===== config.mk =====
export PLATFORM = sky130hd
export DESIGN_NAME = regfile_port_arbiter
export DESIGN_NICKNAME = d
export VERILOG_FILES = /design/src/rtl/rf_arb_pkg.sv /design/src/rtl/rf_arb_fifo.sv /design/src/rtl/regfile_port_arbiter.sv
export SDC_FILE = /design/constraint.sdc
export NUM_CORES = 1
export LEC_CHECK = 0
export CORE_MARGIN = 2
export CORE_UTILIZATION = 49
export DETAILED_ROUTE_END_ITERATION = 8
export GPL_TIMING_DRIVEN = 0
export HOLD_SLACK_MARGIN = 0.02
export PLACE_DENSITY = 0.8
export RECOVER_POWER = 100
export SLEW_MARGIN = 25
export SYNTH_ARGS = -nofsm -noshare
export SYNTH_HDL_FRONTEND = slang
export SYNTH_SLANG_ARGS = --single-unit
export TNS_END_PERCENT = 30

===== constraint.sdc =====
create_clock -name clock -period 4.3 [get_ports clock]
set_input_delay 0.43 -clock clock [delete_from_list [all_inputs] [get_ports clock]]
set_output_delay 0.43 -clock clock [all_outputs]
set_load 0.1 [all_outputs]

===== src/rtl/rf_arb_pkg.sv =====
// Shared types and constants for the regfile port arbiter.
package rf_arb_pkg;
  localparam int REG_W  = 5;
  localparam int DATA_W = 32;
  localparam logic [REG_W-1:0] REG_ZERO = 5'd0;

  typedef enum logic [2:0] {
    IDLE,
    DRAIN,
    HOLD,
    CAPTURE,
    ACK
  } arb_state_e;

  function automatic logic state_holds_proc(arb_state_e s);
    return (s == DRAIN) || (s == HOLD) || (s == CAPTURE);
  endfunction
endpackage


===== src/rtl/rf_arb_fifo.sv =====
// Debug write queue: synchronous {reg,data} FIFO; a push while full is dropped
// even if a pop happens in the same cycle.
module rf_arb_fifo
  import rf_arb_pkg::*;
#(
  parameter int DEPTH = 4
) (
  input  logic                     clock,
  input  logic                     reset,
  input  logic                     push,
  input  logic [REG_W-1:0]         push_reg,
  input  logic [DATA_W-1:0]        push_data,
  input  logic                     pop,
  output logic [REG_W-1:0]         head_reg,
  output logic [DATA_W-1:0]        head_data,
  output logic                     full,
  output logic                     empty,
  output logic [$clog2(DEPTH):0]   count
);
  localparam int AW = $clog2(DEPTH);

  logic [AW:0]        wr_ptr_q, wr_ptr_d;
  logic [AW:0]        rd_ptr_q, rd_ptr_d;
  logic [REG_W-1:0]   reg_mem_q  [DEPTH];
  logic [DATA_W-1:0]  data_mem_q [DEPTH];
  logic               push_ok;
  logic               pop_ok;

  always_comb begin
    empty     = (wr_ptr_q == rd_ptr_q);
    full      = (wr_ptr_q[AW] != rd_ptr_q[AW]) && (wr_ptr_q[AW-1:0] == rd_ptr_q[AW-1:0]);
    count     = wr_ptr_q - rd_ptr_q;
    push_ok   = push && !full;
    pop_ok    = pop && !empty;
    wr_ptr_d  = push_ok ? wr_ptr_q + 1'b1 : wr_ptr_q;
    rd_ptr_d  = pop_ok ? rd_ptr_q + 1'b1 : rd_ptr_q;
    head_reg  = reg_mem_q[rd_ptr_q[AW-1:0]];
    head_data = data_mem_q[rd_ptr_q[AW-1:0]];
  end

  always_ff @(posedge clock or negedge reset) begin
    if (!reset) begin
      wr_ptr_q <= '0;
      rd_ptr_q <= '0;
    end else begin
      wr_ptr_q <= wr_ptr_d;
      rd_ptr_q <= rd_ptr_d;
    end
  end

  // Storage needs no reset: the pointers define what is valid.
  always_ff @(posedge clock) begin
    if (push_ok) begin
      reg_mem_q[wr_ptr_q[AW-1:0]]  <= push_reg;
      data_mem_q[wr_ptr_q[AW-1:0]] <= push_data;
    end
  end
endmodule


===== src/rtl/regfile_port_arbiter.sv =====
// Shares the regfile between the processor and the debug requester.
// state   | meaning
// IDLE    | accept debug writes into the queue, decode debug reads
// DRAIN   | processor held, queue emptying ahead of a debug read
// HOLD    | processor held, port A driven with dbg_reg
// CAPTURE | processor held, port A data latched into dbg_rdata
// ACK     | one-cycle completion pulse, processor released
module regfile_port_arbiter
  import rf_arb_pkg::*;
#(
  parameter int FIFO_DEPTH   = 4,
  parameter int STARVE_LIMIT = 8
) (
  input  logic              clock,
  input  logic              reset,
  input  logic              proc_we,
  input  logic [REG_W-1:0]  proc_wreg,
  input  logic [DATA_W-1:0] proc_wdata,
  input  logic [REG_W-1:0]  proc_rregA,
  input  logic [REG_W-1:0]  proc_rregB,
  output logic              proc_hold,
  input  logic              dbg_req,
  input  logic              dbg_wr,
  input  logic [REG_W-1:0]  dbg_reg,
  input  logic [DATA_W-1:0] dbg_wdata,
  output logic              dbg_ack,
  output logic [DATA_W-1:0] dbg_rdata,
  output logic              rf_we,
  output logic [REG_W-1:0]  rf_wreg,
  output logic [DATA_W-1:0] rf_wdata,
  output logic [REG_W-1:0]  rf_rregA,
  output logic [REG_W-1:0]  rf_rregB,
  input  logic [DATA_W-1:0] rf_rdataA
);
  localparam int CNT_W = $clog2(FIFO_DEPTH) + 1;
  localparam int SC_W  = $clog2(STARVE_LIMIT + 1);

  arb_state_e        state_q, state_d;
  logic              proc_hold_q, proc_hold_d;
  logic              hold_prev_q, hold_prev_d;
  logic              dbg_ack_q, dbg_ack_d;
  logic [DATA_W-1:0] dbg_rdata_q, dbg_rdata_d;
  logic [SC_W-1:0]   starve_cnt_q, starve_cnt_d;
  logic              starve_q, starve_d;

  logic              proc_we_eff;
  logic              fifo_push, fifo_pop, fifo_full, fifo_empty, fifo_will_empty;
  logic [REG_W-1:0]  head_reg;
  logic [DATA_W-1:0] head_data;
  logic [CNT_W-1:0]  fifo_count;

  rf_arb_fifo #(.DEPTH(FIFO_DEPTH)) u_fifo (
    .clock     (clock),
    .reset     (reset),
    .push      (fifo_push),
    .push_reg  (dbg_reg),
    .push_data (dbg_wdata),
    .pop       (fifo_pop),
    .head_reg  (head_reg),
    .head_data (head_data),
    .full      (fifo_full),
    .empty     (fifo_empty),
    .count     (fifo_count)
  );

  // The processor already issued its write in the first held cycle; later held cycles are stale.
  always_comb begin
    proc_we_eff     = proc_we && !(proc_hold_q && hold_prev_q);
    fifo_push       = (state_q == IDLE) && dbg_req && dbg_wr && !fifo_full;
    fifo_pop        = !proc_we_eff && !fifo_empty;
    fifo_will_empty = fifo_empty ? !fifo_push
                                 : (fifo_pop && !fifo_push && (fifo_count == CNT_W'(1)));
    rf_we    = 1'b0;
    rf_wreg  = '0;
    rf_wdata = '0;
    if (proc_we_eff) begin
      rf_we    = (proc_wreg != REG_ZERO);
      rf_wreg  = proc_wreg;
      rf_wdata = proc_wdata;
    end else if (!fifo_empty) begin
      rf_we    = (head_reg != REG_ZERO);
      rf_wreg  = head_reg;
      rf_wdata = head_data;
    end
    rf_rregA = ((state_q == HOLD) || (state_q == CAPTURE)) ? dbg_reg : proc_rregA;
    rf_rregB = proc_rregB;
  end

  always_comb begin
    state_d     = state_q;
    dbg_rdata_d = dbg_rdata_q;
    case (state_q)
      IDLE: begin
        if (dbg_req) begin
          if (dbg_wr) begin
            if (!fifo_full) state_d = ACK;
          end else begin
            state_d = fifo_empty ? HOLD : DRAIN;
          end
        end
      end
      DRAIN:   if (fifo_empty) state_d = HOLD;
      HOLD:    state_d = CAPTURE;
      CAPTURE: begin
        dbg_rdata_d = rf_rdataA;
        state_d     = ACK;
      end
      ACK:     state_d = IDLE;
      default: state_d = IDLE;
    endcase

    // Once starving, the count stays saturated until the queue is fully drained.
    starve_cnt_d = starve_cnt_q;
    starve_d     = starve_q;
    if (starve_q) begin
      if (fifo_will_empty) begin
        starve_d     = 1'b0;
        starve_cnt_d = '0;
      end
    end else begin
      if (fifo_pop) begin
        starve_cnt_d = '0;
      end else if (!fifo_empty && proc_we_eff && (starve_cnt_q != SC_W'(STARVE_LIMIT))) begin
        starve_cnt_d = starve_cnt_q + 1'b1;
      end
      if (starve_cnt_d == SC_W'(STARVE_LIMIT)) starve_d = 1'b1;
    end

    proc_hold_d = starve_d || state_holds_proc(state_d);
    hold_prev_d = proc_hold_q;
    dbg_ack_d   = (state_d == ACK);
  end

  always_ff @(posedge clock or negedge reset) begin
    if (!reset) begin
      state_q      <= IDLE;
      proc_hold_q  <= 1'b0;
      hold_prev_q  <= 1'b0;
      dbg_ack_q    <= 1'b0;
      dbg_rdata_q  <= '0;
      starve_cnt_q <= '0;
      starve_q     <= 1'b0;
    end else begin
      state_q      <= state_d;
      proc_hold_q  <= proc_hold_d;
      hold_prev_q  <= hold_prev_d;
      dbg_ack_q    <= dbg_ack_d;
      dbg_rdata_q  <= dbg_rdata_d;
      starve_cnt_q <= starve_cnt_d;
      starve_q     <= starve_d;
    end
  end

  assign proc_hold = proc_hold_q;
  assign dbg_ack   = dbg_ack_q;
  assign dbg_rdata = dbg_rdata_q;
endmodule

==> key figures, run 1 <==
Placement
  – Post-DP HPWL: roughly 13 mm
  – Routability congestion estimate from global placement: 0.784
  – Buffers on Ports: about 200
  – Post-place setup slack: -0.424 ns
  – DP Area: ~0.010 mm²

Timing
  – Final Skew: roughly 0.011 ns
  – Setup TNS: 0 ns
  – Fin worst setup slack: between 0.15 and 0.2 ns
  – Worst relative slew slack: -77.6%
  – Max-slew violation total from the final report: 50
  – Total count of hold-check failures in the final report: 0
  – Final setup fails: 0
  – Upper clock frequency limit: roughly 240 MHz
  – Final period demand of the worst path: around 4.1 ns
  – Share of the cycle needed by the critical path after routing: a little over nine tenths
  – RSZ-0062 raised after global routing: false
  – Pin slew with the least headroom to its limit: 2.66 ns

Status
  – Violations in the final reports: max-capacitance violations, max-slew violations
  – Status: complete, but fails checks

Critical path
  – Top fanout value on the critical path: 19
  – Worst Path Required: 3.87 ns
  – Crit path buf inv count: 4
  – Dominant delay contributor by cell family on the critical path: buffers and inverters
  – Kind of capture point of the worst setup path: output pin
  – Number of cells traversed by the worst register-to-register path: 7
  – Cells along the critical path: clkbuf_4 -> inv_1 -> ha_1 -> and2_1 -> a21oi_2 -> buf_2 -> a22o_1 -> clkbuf_1
  – Reg-to-reg critical path endpoint: u_fifo.data_mem_q[2][17]$_DFFE_PP_
  – Delay contributed by the slowest stage of the critical path: ~0.85 ns
  – Data arrival time of the worst path: 3.71 ns
  – FF-to-FF setup slack: 0.33 ns
  – Cell with the biggest individual delay on the critical path: sky130_fd_sc_hd__clkbuf_1
  – Setup Crit Path Kind: reg2out
  – Startpoint kind of the worst setup timing path: flop
  – Origin of the critical flop-to-flop path: u_fifo.rd_ptr_q[1]$_DFFE_PN0P_
  – Count of cell instances traversed by the critical path: 8

Yosys
  – Cells after synthesis: between 400 and 500
  – Unique cell type count in the Yosys netlist: 47
  – Cell type contributing the most total cell area after synthesis: sky130_fd_sc_hd__edfxtp_1
  – #FFs+latches synth: approximately 200
  – Warnings, synthesis: 0
  – Number of flops mapped to enable cells by yosys: around 150
  – Synthesized cell area: 0.00802 mm²
  – Fraction of synthesized cell area taken by the top area cell type: 55.4%
  – Leading cell types by count after synthesis: sky130_fd_sc_hd__edfxtp_1 (148), sky130_fd_sc_hd__dfrtp_1 (49), sky130_fd_sc_hd__mux2_2 (37), sky130_fd_sc_hd__mux4_2 (37), sky130_fd_sc_hd__a22o_1 (35)
  – Top FF cell, synth: sky130_fd_sc_hd__edfxtp_1
  – Mapped Nets: 554
  – Portion of the post-synthesis area used by sequential elements: between 70 and 80%
  – Most area-consuming cells after synthesis: sky130_fd_sc_hd__edfxtp_1 (55%), sky130_fd_sc_hd__dfrtp_1 (15%), sky130_fd_sc_hd__mux4_2 (10%), sky130_fd_sc_hd__mux2_2 (5.2%), sky130_fd_sc_hd__a22o_1 (3.8%)
  – Post-synthesis average cell area: 19.0 µm²
  – Fraction of registers with async set or reset after synthesis: roughly a quarter
  – Most instantiated library cell after synthesis: sky130_fd_sc_hd__edfxtp_1

Cells and area
  – Net count reported at finish: 772
  – P&R area growth vs syn: 35.2%
  – Final Cell Area: roughly 0.011 mm²
  – Final antenna diode count: 0
  – Multi-input combinational cell area: approximately 0.0022 mm²
  – Sequential cell area in the final layout: around 0.0057 mm²
  – Layout cells sized above 1: 24.9%
  – # fillers: roughly 1.1k

Die
  – Height of the chip: about 130 µm
  – Initial Util: 50.3%
  – IO Pins: about 200
  – Number of rows created at floorplan: 46
  – CORE AREA: 0.0159 mm²
  – Width of the die: between 100 and 150 µm
  – Die Footprint: around 0.017 mm²

Global route
  – Remaining Overflow, GRT: 0
  – First-pass GRT wire length: about 29 mm
  – Antenna violations before repair: 0
  – Via count of the first global-routing pass: a little over 5k
  – Total routing usage reported by global routing: 21.6%
  – Maximum number of pins on one net before global-route repair: 50

Clock tree
  – Root cell of the clock tree: sky130_fd_sc_hd__clkbuf_16
  – Worst-skew pair later-pin latency: approximately 0.44 ns
  – Clock Path Buffers: 2
  – Post-CTS setup repair buffer count: 0
  – CTS clk-pin slew, worst paths: roughly 0.07 ns
  – Clock tree from TritonCTS: done
  – Count of clock tree sinks: slightly below 200
  – CTS H-Tree Depth: 4
  – Cts bufs inserted: 17

Detailed routing
  – TritonRoute pass-1 iters: 5
  – Number of design-rule violations left by the first detailed-router iteration: 400
  – Detailed-route vias per instance: around 5.5
  – Number of vias in the routed layout: ~4.8k
  – Remaining number of nets flagged by the antenna check after routing: 0
  – Total Wirelength: between 15 and 20 mm
  – Average routed wire per standard cell: ~21 µm
  – Number of design rule violations left after detail routing: 0

Flow run
  – Number of max-capacitance violations reported: 1

Worst hold path
  – Source of the worst hold timing path: proc_hold$_DFF_PN0_
  – Cell depth of the worst hold path: 0
  – Hold Crit Class: reg2reg
  – Worst Hold Endpoint: hold_prev_q$_DFF_PN0_
-- stage by stage --
stage	hold slack, ns	util (%)	instances
floorplan	0.134	-	423
detailed placement	0.436	64.8	839
global route	0.477	68.0	870
finish	0.446	68.0	870
CTS	0.0278	68.5	870
global placement	0.431	64.4	836
-- area by class of cell --
| cell class | count | area share, % |
|---|---|---|
| repair buffers | 200 | 18.4 |
| multi-input cells | 194 | 20.2 |
| clock buffers | 17 | 3.92 |
| plain buffers | 24 | 1.17 |
| flip-flops and latches | 197 | 52.3 |
| clock inverters | 15 | 1.26 |
| well taps | 216 | 2.49 |
| inverters | 7 | 0.242 |
-- worst max path at each step --
stage	start	to	slack [ns]
2_1_floorplan	u_fifo.rd_ptr_q[1]$_DFFE_PN0P_	rf_we	0.51
3_3_place_gp	u_fifo.rd_ptr_q[1]$_DFFE_PN0P_	rf_wdata[18]	-0.35
4_1_cts	u_fifo.rd_ptr_q[1]$_DFFE_PN0P_	rf_wdata[19]	0.04
3_5_place_dp	u_fifo.rd_ptr_q[1]$_DFFE_PN0P_	rf_wdata[13]	-0.42
6_report	u_fifo.rd_ptr_q[1]$_DFFE_PN0P_	rf_wdata[23]	0.16
5_1_grt	u_fifo.rd_ptr_q[1]$_DFFE_PN0P_	rf_wdata[23]	0.02
-- logic make-up (layout without fill, tap and decap cells) --
logic type               after synthesis  count (layout)  synth area share, %
AO/OA/AOI/OAI                         64              64                 6.53
XOR/XNOR                               6               6                0.842
adder cells (fa/ha/maj)               10              10                 1.65
buffers and inverters                 32             263                 1.97
flip-flops                           197             197                 70.7
multiplexers                          75              75                 15.7
AND/OR/NAND/NOR                       39              39                 2.62
-- state kept, by name, indices dropped and copies added, names as in the netlist, 3 cells and up --
register and count:
u_fifo.wr_ptr_q 3, u_fifo.rd_ptr_q 3, dbg_rdata 32, state_q 3
starve_cnt_q 4, u_fifo.data_mem_q 128, u_fifo.reg_mem_q 20
-- cells in the final DEF, fill, tap and decap left out, types with 3 or more instances in the layout --
| cell type | netlist | final |
|---|---|---|
| sky130_fd_sc_hd__buf_2 | 6 | 5 |
| sky130_fd_sc_hd__dlygate4sd3_1 | 0 | 81 |
| sky130_fd_sc_hd__o21ai_0 | 4 | 4 |
| sky130_fd_sc_hd__nand3b_1 | 4 | 4 |
| sky130_fd_sc_hd__mux2_2 | 37 | 36 |
| sky130_fd_sc_hd__clkbuf_16 | 0 | 17 |
| sky130_fd_sc_hd__and2_0 | 0 | 3 |
| sky130_fd_sc_hd__inv_6 | 0 | 4 |
| sky130_fd_sc_hd__o2bb2ai_1 | 3 | 3 |
| sky130_fd_sc_hd__dfrtp_1 | 49 | 49 |
| sky130_fd_sc_hd__ha_1 | 9 | 9 |
| sky130_fd_sc_hd__edfxtp_1 | 148 | 148 |
| sky130_fd_sc_hd__nor2_1 | 4 | 4 |
| sky130_fd_sc_hd__clkdlybuf4s50_1 | 0 | 77 |
| sky130_fd_sc_hd__clkbuf_2 | 0 | 4 |
| sky130_fd_sc_hd__nand2b_1 | 3 | 3 |
| sky130_fd_sc_hd__inv_8 | 0 | 5 |
| sky130_fd_sc_hd__a22oi_1 | 3 | 3 |
| sky130_fd_sc_hd__a21oi_1 | 3 | 4 |
| sky130_fd_sc_hd__a22o_1 | 35 | 35 |
| sky130_fd_sc_hd__nand2_1 | 14 | 14 |
| sky130_fd_sc_hd__clkinvlp_4 | 0 | 3 |
| sky130_fd_sc_hd__buf_4 | 8 | 7 |
| sky130_fd_sc_hd__xnor2_1 | 3 | 3 |
| sky130_fd_sc_hd__clkdlybuf4s15_2 | 0 | 34 |
| sky130_fd_sc_hd__inv_1 | 7 | 7 |
| sky130_fd_sc_hd__clkbuf_1 | 9 | 14 |
| sky130_fd_sc_hd__mux4_2 | 37 | 37 |
| sky130_fd_sc_hd__a21o_1 | 3 | 3 |
-- repair_timing --
item / 4_1_cts / 5_1_grt
hold buffers: 0 / 0
setup endpoints to repair: 38 / 13
gates resized for setup: 108 / 2
-- routing by layer --
layer	global-route usage [%]	vias up	part of all wire, %
li1	-	2141	-
met1	26.5	2479	39
met2	38.3	178	55
met3	4.19	26	4.5
met4	7.79	0	1.7
met5	0	-	0
Power of run 1 is not shown: default switching activity piles up to over one toggle a cycle in this logic, so the estimate is an artifact.
==> run 2, diff against run 1 <==
Settings changed: CTS_CLUSTER_SIZE from default to 28.
==> results of run 2 <==
The final DEF is identical to that of run 1; final timing and power are the same.
Power of run 2 is left out for the same reason.
==> run 3, diff against run 2 <==
Settings changed: CORE_UTILIZATION 49 to 53, PLACE_DENSITY 0.8 to 0.85.
Clock period 4.3 ns to 4.9 ns, I/O delays scaled along.
==> run 3 against run 2 <==
- the flow now finishes without violations
- count of clock-buffer cells in the layout rose by 1
- routed wire length is 2.2% higher
- sequential cell count did not move
- hold slack worse by 0.065 ns
- critical path depth up 2
- clock skew is 0.0025 ns lower
- first-iteration DRC count is 13% lower
- core utilization grew 5.8 points
- final area fell by 0.25%
- critical path type unchanged
- final cell count down 3.3%
- die area is 7.3% lower
==> key figures, run 3 (synthesis gave the netlist of run 1 again) <==
Detailed routing
  – Number of design-rule violations left by the first detailed-router iteration: 349
  – Number of vias in the routed layout: slightly below 5k
  – Average routed wire per standard cell: ~22 µm
  – Total Wirelength: roughly 19 mm
  – Detailed-route vias per instance: ~5.7
  – TritonRoute pass-1 iters: 4
  – Number of design rule violations left after detail routing: 0
  – Remaining number of nets flagged by the antenna check after routing: 0

Global route
  – Antenna violations before repair: 1
  – First-pass GRT wire length: roughly 29 mm
  – Remaining Overflow, GRT: 0
  – Maximum number of pins on one net before global-route repair: 39
  – Via count of the first global-routing pass: about 5.2k
  – Total routing usage reported by global routing: 23.8%

Status
  – Status: finished clean

Cells and area
  – Commonest non-fill, non-tap cell in the layout: sky130_fd_sc_hd__edfxtp_1
  – Max FFs per register: between 100 and 150
  – P&R area growth vs syn: 34.8%
  – Multi-input combinational cell area: 0.00220 mm²
  – # fillers: between 800 and 900
  – Sequential cell area in the final layout: roughly 0.0057 mm²
  – Net count reported at finish: ~770
  – Layout cells sized above 1: 22.4%
  – Leading cell types in the layout, fill and taps excluded: sky130_fd_sc_hd__edfxtp_1 (148), sky130_fd_sc_hd__dlygate4sd3_1 (81), sky130_fd_sc_hd__clkdlybuf4s50_1 (79)

Critical path
  – Delay contributed by the slowest stage of the critical path: 0.83 ns
  – Cell with the biggest individual delay on the critical path: sky130_fd_sc_hd__clkdlybuf4s15_1
  – Kind of capture point of the worst setup path: output pin
  – Cells along the critical path: buf_2 -> buf_1 -> inv_1 -> ha_1 -> and2_1 -> a21oi_2 -> buf_2 -> buf_4 -> a22o_1 -> clkdlybuf4s15_1
  – Top fanout value on the critical path: 10
  – Worst Path Required: about 4.4 ns
  – Setup Crit Path Kind: reg2out
  – Data arrival time of the worst path: between 4 and 5 ns
  – Cell with the most instances on the worst path: sky130_fd_sc_hd__buf_2
  – Startpoint kind of the worst setup timing path: flop

Clock tree
  – CTS Hold Buffers Added: 0
  – Count of clock tree sinks: between 150 and 200
  – Root cell of the clock tree: sky130_fd_sc_hd__clkbuf_16
  – CTS H-Tree Depth: 4
  – CTS clk-pin slew, worst paths: roughly 0.070 ns
  – Cts bufs inserted: 17
  – Clock Path Buffers: 2
  – Worst-skew pair later-pin latency: around 0.43 ns
  – Post-CTS setup repair buffer count: 0
  – Clock tree from TritonCTS: done

Die
  – Width of the die: about 130 µm
  – IO Pins: 203
  – Die Footprint: roughly 0.016 mm²
  – Initial Util: between 50 and 60%
  – Number of rows created at floorplan: 44
  – Height of the chip: roughly 130 µm
  – CORE AREA: around 0.015 mm²

Placement
  – Post-DP HPWL: between 10 and 15 mm
  – Buffers on Ports: around 200
  – Routability congestion estimate from global placement: ~0.77

Timing
  – Setup TNS: 0 ns
  – Total count of hold-check failures in the final report: 0
  – Final setup fails: 0
  – Final period demand of the worst path: ~4.8 ns
  – Final Skew: about 0.0087 ns
  – Worst relative slew slack: roughly 5.5%
  – Pin slew with the least headroom to its limit: between 1 and 1.5 ns
  – Share of the cycle needed by the critical path after routing: 97.9%
  – Upper clock frequency limit: ~210 MHz
  – Max-slew violation total from the final report: 0
  – RSZ-0062 raised after global routing: true

Worst hold path
  – Hold Crit Class: in2async

Flow run
  – Number of max-capacitance violations reported: 0
[run 3: area by class of cell]
| cell class | instances | area share [%] |
|---|---|---|
| timing repair buffer | 201 | 18.0 |
| sequential | 197 | 52.4 |
| clock buffer | 18 | 3.97 |
| buffer | 25 | 1.18 |
| tap | 184 | 2.13 |
| antenna | 2 | 0.0463 |
| clock inverter | 13 | 1.68 |
| inverter | 7 | 0.243 |
| multi-input combinational | 194 | 20.3 |
[run 3: path summary, 6_finish.rpt]
check                                                from                                 end  slack [ns]  cells past startpoint
max                        u_fifo.rd_ptr_q[1]$_DFFE_PN0P_                        rf_wdata[20]        0.10                     10
min                                                 reset           dbg_rdata[30]$_DFFE_PN0N_        0.38                      1
max reg2reg                u_fifo.rd_ptr_q[1]$_DFFE_PN0P_  u_fifo.data_mem_q[0][19]$_DFFE_PP_        1.36                      8
min reg2reg                           proc_hold$_DFF_PN0_               hold_prev_q$_DFF_PN0_        0.45                      0
max in group asynchronous                           reset           dbg_rdata[23]$_DFFE_PN0N_        2.62                      2
min in group clock                    proc_hold$_DFF_PN0_               hold_prev_q$_DFF_PN0_        0.45                      0
[run 3: routing by layer]
metal  wire length, µm  up-vias  GRT usage (%)  share of wire, %
met5                 0        -              0                 0
met4               526        0           9.50               2.8
met3               993       40           4.65               5.4
met2             10300      178           43.3                56
met1              6700     2476           27.8                36
li1                  -     2138              -                 -
[run 3: worst max-delay path: cells and delay by family, from the launching register on]
kind | cells | cell delay (ns)
compound gates | 2 | 0.49
fa+ha+maj | 1 | 0.34
buf+inv | 6 | 2.36
flops | 1 | 0.45
simple gates | 1 | 0.23
[run 3: through the flow]
| step | instances | cell area [µm²] | hold WS [ns] | worst slack (ns) | util, % |
|---|---|---|---|---|---|
| floorplan | 423 | 8020 | 0.194 | 1.05 | - |
| global placement | 804 | 10200 | 0.427 | 0.273 | 69.8 |
| detailed placement | 808 | 10300 | 0.440 | 0.268 | 70.6 |
| CTS | 839 | 10900 | 0.0892 | 0.00208 | 74.5 |
| global route | 839 | 10800 | 0.473 | -0.121 | 73.8 |
| finish | 841 | 10800 | 0.381 | 0.104 | 73.9 |
[run 3: what timing repair did]
item / 4_1_cts / 5_1_grt
pin swaps: 0 / 0
resized for setup: 32 / 45
setup endpoints to repair: 32 / 25
Power of run 3 is left out for the same reason.
